File: config.mk
export PLATFORM = sky130hd
export DESIGN_NAME = mem_port_arbiter
export DESIGN_NICKNAME = d
export VERILOG_FILES = /design/src/rtl/mem_arb_pkg.sv /design/src/rtl/arb_pick.sv /design/src/rtl/mem_port_arbiter.sv
export SDC_FILE = /design/constraint.sdc
export NUM_CORES = 1
export LEC_CHECK = 0
export ABC_AREA = 1
export BUFFER_PORTS_ARGS = -buffer_cell sky130_fd_sc_hd__buf_4
export CORE_AREA = 4 4 139 141
export CTS_CLUSTER_SIZE = 20
export DETAILED_ROUTE_END_ITERATION = 8
export DIE_AREA = 0 0 143 145
export PLACE_DENSITY = 0.61
export SKIP_LAST_GASP = 1
export SLEW_MARGIN = 0
export SYNTH_ARGS = -nofsm -noshare
export SYNTH_HDL_FRONTEND = slang
export SYNTH_HIERARCHICAL = 1
export SYNTH_SLANG_ARGS = --single-unit
File: constraint.sdc
create_clock -name clk -period 4.71 [get_ports clk]
set_input_delay 0.2355 -clock clk [delete_from_list [all_inputs] [get_ports clk]]
set_output_delay 0.2355 -clock clk [all_outputs]
set_load 0.005 [all_outputs]
File: src/rtl/mem_arb_pkg.sv
// Purpose : shared constants for the two-port unified-memory arbiter.
// Latency : n/a (constants only).
// Backpr. : n/a.
// Contents: FSM state encodings, requester port IDs, wait-counter width.
package mem_arb_pkg;

  // FSM state encoding (2-bit, legacy-compatible constants)
  localparam logic [1:0] ST_IDLE   = 2'd0;
  localparam logic [1:0] ST_ACCESS = 2'd1;
  localparam logic [1:0] ST_RESP   = 2'd2;

  // Requester identities
  localparam logic PORT_CPU = 1'b0;  // multi-cycle MIPS core (IorD-muxed)
  localparam logic PORT_AUX = 1'b1;  // loader / DMA / debug

  // Wide enough for LAT-1 with LAT up to 15
  localparam int CNT_W = 4;

endpackage

File: src/rtl/arb_pick.sv
// Purpose : combinational winner selection between the two memory requesters.
// Latency : 0 cycles (pure combinational).
// Backpr. : none; the caller only samples the result while idle.
// Ports   : req0/req1 requests, last_grant = most recent winner,
//           gnt_valid = someone is requesting, gnt_id = winning port.
// Config  : MEM_ARB_ROUND_ROBIN_EN defined -> alternate under contention;
//           undefined -> fixed priority, port 0 (CPU) always wins.
module arb_pick
  import mem_arb_pkg::*;
(
  input  logic req0,
  input  logic req1,
  input  logic last_grant,
  output logic gnt_valid,
  output logic gnt_id
);

`ifdef MEM_ARB_ROUND_ROBIN_EN
  always_comb begin
    gnt_valid = req0 | req1;
    gnt_id    = PORT_AUX;
    if (req0 && req1) begin
      // Contention: hand the memory to whoever did not have it last time.
      gnt_id = ~last_grant;
    end else if (req0) begin
      gnt_id = PORT_CPU;
    end else begin
      gnt_id = PORT_AUX;
    end
  end
`else
  // Fixed priority ignores history; keep the input visibly consumed.
  logic unused_last_grant;
  assign unused_last_grant = last_grant;

  always_comb begin
    gnt_valid = req0 | req1;
    gnt_id    = req0 ? PORT_CPU : PORT_AUX;
  end
`endif

endmodule

File: src/rtl/mem_port_arbiter.sv
// Purpose : shares the single unified I/D memory of the multi-cycle MIPS core
//           between the CPU (port 0) and a loader/DMA/debug port (port 1).
// Latency : req seen idle at cycle t -> memory strobes t+1..t+LAT, ack at t+LAT+1;
//           grants are spaced at least LAT+2 cycles apart.
// Backpr. : requesters hold req until their one-cycle ack; the loser simply
//           keeps waiting, nothing is queued inside the arbiter.
// Ports   : clk/rst (async active-high); pN_req/we/addr/wdata in, pN_ack/rdata out;
//           mem_read/mem_write/mem_addr/mem_wdata out, mem_rdata in;
//           busy (ACCESS or RESP), grant_id (owner of current/most recent transfer).
// Config  : MEM_ARB_ROUND_ROBIN_EN selects alternating grants under contention
//           (see arb_pick); default build is fixed CPU priority.
// Params  : AW address width, DW data width, LAT access cycles (legal 1..15).
module mem_port_arbiter
  import mem_arb_pkg::*;
#(
  parameter int AW  = 32,
  parameter int DW  = 32,
  parameter int LAT = 2
) (
  input  logic          clk,
  input  logic          rst,
  // port 0: CPU
  input  logic          p0_req,
  input  logic          p0_we,
  input  logic [AW-1:0] p0_addr,
  input  logic [DW-1:0] p0_wdata,
  output logic          p0_ack,
  output logic [DW-1:0] p0_rdata,
  // port 1: loader / DMA / debug
  input  logic          p1_req,
  input  logic          p1_we,
  input  logic [AW-1:0] p1_addr,
  input  logic [DW-1:0] p1_wdata,
  output logic          p1_ack,
  output logic [DW-1:0] p1_rdata,
  // memory side
  output logic          mem_read,
  output logic          mem_write,
  output logic [AW-1:0] mem_addr,
  output logic [DW-1:0] mem_wdata,
  input  logic [DW-1:0] mem_rdata,
  // status
  output logic          busy,
  output logic          grant_id
);

  // Counter preload: ACCESS runs cnt = LAT-1 down to 0, i.e. LAT cycles.
  localparam logic [CNT_W-1:0] CNT_LOAD = CNT_W'(LAT - 1);

  logic [1:0]       state;
  logic [CNT_W-1:0] cnt;
  logic             we_q;
  logic [AW-1:0]    addr_q;
  logic [DW-1:0]    wdata_q;
  logic [DW-1:0]    rdata0_q;
  logic [DW-1:0]    rdata1_q;
  logic             gid_q;
  logic             last_grant;

  logic             pick_vld;
  logic             pick_id;

  arb_pick u_pick (
    .req0       (p0_req),
    .req1       (p1_req),
    .last_grant (last_grant),
    .gnt_valid  (pick_vld),
    .gnt_id     (pick_id)
  );

  always_ff @(posedge clk or posedge rst) begin
    if (rst) begin
      state      <= ST_IDLE;
      cnt        <= '0;
      we_q       <= 1'b0;
      addr_q     <= '0;
      wdata_q    <= '0;
      rdata0_q   <= '0;
      rdata1_q   <= '0;
      gid_q      <= PORT_CPU;
      last_grant <= PORT_AUX;
    end else begin
      case (state)
        ST_IDLE: begin
          if (pick_vld) begin
            // Snapshot the winner; its live inputs are ignored from here on.
            state      <= ST_ACCESS;
            cnt        <= CNT_LOAD;
            gid_q      <= pick_id;
            last_grant <= pick_id;
            we_q       <= (pick_id == PORT_AUX) ? p1_we    : p0_we;
            addr_q     <= (pick_id == PORT_AUX) ? p1_addr  : p0_addr;
            wdata_q    <= (pick_id == PORT_AUX) ? p1_wdata : p0_wdata;
          end
        end
        ST_ACCESS: begin
          if (cnt == '0) begin
            // Last access cycle: memory data is valid now.
            state <= ST_RESP;
            if (!we_q) begin
              if (gid_q == PORT_AUX) rdata1_q <= mem_rdata;
              else                   rdata0_q <= mem_rdata;
            end
          end else begin
            cnt <= cnt - 1'b1;
          end
        end
        ST_RESP: begin
          // Requests present now are only looked at once back in IDLE.
          state <= ST_IDLE;
        end
        default: begin
          state <= ST_IDLE;
        end
      endcase
    end
  end

  // Strobes and acks decode straight from state so an async reset kills
  // them in the same instant, without waiting for a clock.
  logic in_access;
  logic in_resp;

  assign in_access = (state == ST_ACCESS);
  assign in_resp   = (state == ST_RESP);

  assign mem_read  = in_access & ~we_q;
  assign mem_write = in_access &  we_q;
  assign mem_addr  = addr_q;   // holds last transfer's values outside ACCESS
  assign mem_wdata = wdata_q;

  assign p0_ack    = in_resp & (gid_q == PORT_CPU);
  assign p1_ack    = in_resp & (gid_q == PORT_AUX);
  assign p0_rdata  = rdata0_q;
  assign p1_rdata  = rdata1_q;

  assign busy      = in_access | in_resp;
  assign grant_id  = gid_q;

endmodule

Word level (Yosys, flattened, before mapping)
Cells that the tools add are included.
{"block": "op_classes", "bitwise_logic": 8, "n_eq_ne": 5, "n_reduce_logical": 8, "muxes": 10, "addsub": 1}
{"op": "32-bit 2-to-1 mux", "n": 2}
{"op": "4-bit 2-to-1 mux", "n": 2}
{"op": "4-bit case mux with 2 select lines", "n": 1}
{"op": "4-bit AND reduction", "n": 2}
{"op": "1-bit AND", "n": 4}
{"op": "4-bit logical NOT", "n": 1}
{"op": "2-bit 2-to-1 mux", "n": 2}
{"op": "2-bit != test, second input constant", "n": 2}
{"op": "2-bit case mux with 2 select lines", "n": 1}
{"op": "2-bit AND reduction", "n": 2}
{"op": "4-bit by 1-bit subtractor with 4-bit output, second input constant", "n": 1}
{"op": "3-bit AND reduction", "n": 1}
{"op": "2-bit by 1-bit == test with 1-bit output, second input constant", "n": 1}
{"op": "2-bit == test, second input constant", "n": 1}
{"op": "2-bit logical NOT", "n": 1}
{"op": "1-bit 2-to-1 mux", "n": 2}
{"op": "2-bit by 1-bit != test with 1-bit output, second input constant", "n": 1}
{"op": "1-bit inverter", "n": 2}
{"op": "1-bit bitwise OR", "n": 2}
{"op": "2-bit nonzero test", "n": 1}
{"block": "word_totals", "wordCells": 40, "register_bits": 136, "out_inout_bits": 134, "in_bits": 166}

Depth between registers and ports, before layout
{"block": "depth", "ltp_word": 3, "mapped_depth": 8}

Modules after synthesis
Netlist, hierarchy kept.
{"mod": "mem_port_arbiter", "instances": 1, "cells_per_inst": 657, "area_each_um2": 6236.0, "seq_area_each_um2": 3429.5}
{"mod": "arb_pick", "instances": 1, "cells_per_inst": 3, "area_each_um2": 13.8, "seq_area_each_um2": 0.0}

Least setup slack after synthesis
Ideal clock, no wire load.
{"block": "synth_path", "path_type": "flip-flop to flip-flop", "startpoint": "reg state[1]", "endpoint": "reg rdata1_q[10] (netlist: p1_rdata[10])", "n_path_buf": 1, "arrival_ns": 1.360, "slack_ns": 3.231, "setup_time_ns": 0.118, "stages_incl_launch_ff": 9, "cell_sequence": "dfrtp_1 -> inv_1 -> ha_1 -> inv_2 -> nor2_8 -> nand3_4 -> buf_6 -> nand2_2 -> o21ai_2"}
{"block": "synth_between", "elab_chain_len": 2}
{"item": "start: declaration", "line_no": "mem_port_arbiter.sv:50", "text": "logic [1:0] state;"}
{"item": "start signal: assignment", "line_no": "mem_port_arbiter.sv:73", "text": "state <= ST_IDLE;"}
{"item": "start signal: assignment", "line_no": "mem_port_arbiter.sv:87", "text": "state <= ST_ACCESS;"}
{"item": "start signal: assignment", "line_no": "mem_port_arbiter.sv:99", "text": "state <= ST_RESP;"}
{"item": "2-bit by 1-bit == test with 1-bit output", "line_no": "mem_port_arbiter.sv:83", "text": "case (state)"}
{"item": "4-bit AND reduction (no line)"}
{"item": "end signal: assignment", "line_no": "mem_port_arbiter.sv:101", "text": "if (gid_q == PORT_AUX) rdata1_q <= mem_rdata;"}
{"item": "end: declaration", "line_no": "mem_port_arbiter.sv:56", "text": "logic [DW-1:0] rdata1_q;"}
Every way passes these cells.
A chain may end at the register's enable or synchronous reset.

Worst setup path after layout
{"block": "layout_path", "startpoint": "reg state[0]", "endpoint": "reg wdata_q[10] (netlist: mem_wdata[10])"}
{"block": "layout_between", "elab_chain_len": 2}
{"item": "2-bit logical NOT", "line_no": "mem_port_arbiter.sv:83"}
{"item": "2-bit AND reduction (no line)"}
{"item": "end signal: assignment", "line_no": "mem_port_arbiter.sv:93", "text": "wdata_q <= (pick_id == PORT_AUX) ? p1_wdata : p0_wdata;"}
{"item": "end: declaration", "line_no": "mem_port_arbiter.sv:54", "text": "logic [DW-1:0] wdata_q;"}
Every way passes these cells.

==> metrics.txt <==
horizontal extent of the die 143 um; normalized max-slew margin 17.4%; number of port buffers 299; category of cells accounting for the largest share of critical-path delay buffers and inverters; worst hold slack 0.0153 ns; average cell area after synthesis 9.46 um2; Synth Cell Area 6220 um2; number of diodes 0; area of all placed cells without fillers 9140 um2; commonest non-fill, non-tap cells in the layout 305 x sky130_fd_sc_hd__buf_4, 136 x sky130_fd_sc_hd__dfrtp_1, 131 x sky130_fd_sc_hd__a21oi_1; RSZ-0062 raised after global routing false; total CTS buffers 17; clock sinks 136; nets@finish 1113; worst-skew pair later-pin latency 0.41 ns; First DRT Iteration DRCs 266; number of hold violations in the final report 0; share of final-layout standard cells stronger than drive strength 1 49.1%; half-perimeter wire length after detailed placement 14100 um; final worst path period need 2.36 ns; maximum clock skew at final layout 0.00764 ns; row count 49; Final Util 50.9%; sequential cell area 3400 um2; via count of the first global-routing pass 5491; maximum number of pins on one net before global-route repair 100; clk slew on worst S/H paths 0.06 ns; CP Max Fanout 66; leakage power total 4.56 nW; total of warnings raised by yosys 6; Crit Path Class register to register; global router's overall resource usage 18.6%; number of cells produced by synthesis 657; Starting Density 34.6%; area of the multi-input gates 2370 um2; cell chain of the critical path inv_1, ha_1, nand2_2, buf_4, inv_2, buf_4, nor2_1, a21oi_1; final period utilization 50.1%; result of the run completed; Via Count 5524; wire length of the first global-routing pass 30400 um; buffers inserted by post-CTS timing repair 0; type of element capturing the critical path register; post-detailed-route DRC marker count 0; setup violation total in the final timing report 0; number of vias per cell 4.67; cell with the largest stage delay on the worst path sky130_fd_sc_hd__buf_4; Layout fillers 1742; CTS H-tree depth 4; final routed wirelength across all metal layers 19800 um; max-capacitance violation count 0; f_max 424 MHz; Max IR drop VDD 0.290 mV; max-slew violations 0; total nets after synthesis 829; CTS root buf sky130_fd_sc_hd__clkbuf_16; number of antenna violations at the first check in global routing 0; count of buffer and inverter cells on the critical path 4; die outline height 145 um; Post-Place Cell Area 8540 um2; clock tree from TritonCTS built; number of hold buffers added after CTS 0; quantity of gates resized following cts 0; critical path data required time 5.00 ns; most common cell after layout, fill and taps aside sky130_fd_sc_hd__buf_4; count of nets left with antenna violations after detail routing 0; top-level I/O count 300; final total negative setup slack 0 ns; most numerous cell on the critical path sky130_fd_sc_hd__buf_4; CP arrival 2.65 ns; biggest cell delay along the critical path 0.57 ns; GRT overflow 0; Die ar. 20700 um2; core area 18000 um2; Pwr Density 657 nW/um2; Critical Path Source Type register; GP Congestion 0.808; worst slew pin tran 1.24 ns; average detailed-routed wire length per instance 16.7 um; Min-Delay Path Class primary input to asynchronous set/reset pin; Initial DRT Pass Iterations 4; clock tree buffer depth 2; relative area change from synthesis to final layout 47.0%; Design Power 6.00 mW
## metal layers
metal | GRT usage, % | share of wire, % | vias up
met5 | 0 | 0 | -
li1 | - | - | 2708
met3 | 8.52 | 11 | 20
met2 | 29.3 | 47 | 213
met4 | 5.13 | 1.3 | 0
met1 | 23.1 | 41 | 2583
## cell type report
cell class                      instances  area share [%]
Multi-Input combinational cell        431            25.9
Inverter                               50            2.11
Tap cell                              229            3.14
Clock inverter                         14            1.89
Sequential cell                       136            37.3
Timing Repair Buffer                  305            25.1
Clock buffer                           17            4.66
## final timing paths
path / endpoint / slack, ns / cells past startpoint / from
min: p1_rdata[6]$_DFFE_PP0P_ / 0.02 / 2 / rst
max: mem_wdata[10]$_DFFE_PP0P_ / 2.35 / 8 / state[0]$_DFFE_PP0P_
max reg2reg: mem_wdata[10]$_DFFE_PP0P_ / 2.35 / 8 / state[0]$_DFFE_PP0P_
min in group clk: mem_addr[3]$_DFFE_PP0P_ / 0.07 / 3 / p1_addr[3]
max in group asynchronous: mem_wdata[6]$_DFFE_PP0P_ / 3.58 / 3 / rst
min reg2reg: p0_rdata[28]$_DFFE_PP0P_ / 0.48 / 2 / p0_rdata[28]$_DFFE_PP0P_
## registers in the layout, summed over array words and instances (netlist names)
register	flops
cnt	4
grant_id	1
p1_rdata	32
we_q	1
mem_wdata	32
p0_rdata	32
mem_addr	32
state	2
## metrics by stage
step,cells,setup slack [ns]
after global routing,1182,2.16
after detailed placement,1151,2.37
after global placement,1151,2.39
after floorplan,657,0.835
final,1182,2.35
after CTS,1182,2.35
## power breakdown
| group | internal [mW] | switching (mW) |
|---|---|---|
| combinational | 1.30 | 1.20 |
| sequential | 1.76 | 0.391 |
| clock | 0.835 | 0.524 |
No activity file was read; power rests on OpenSTA's default activity.
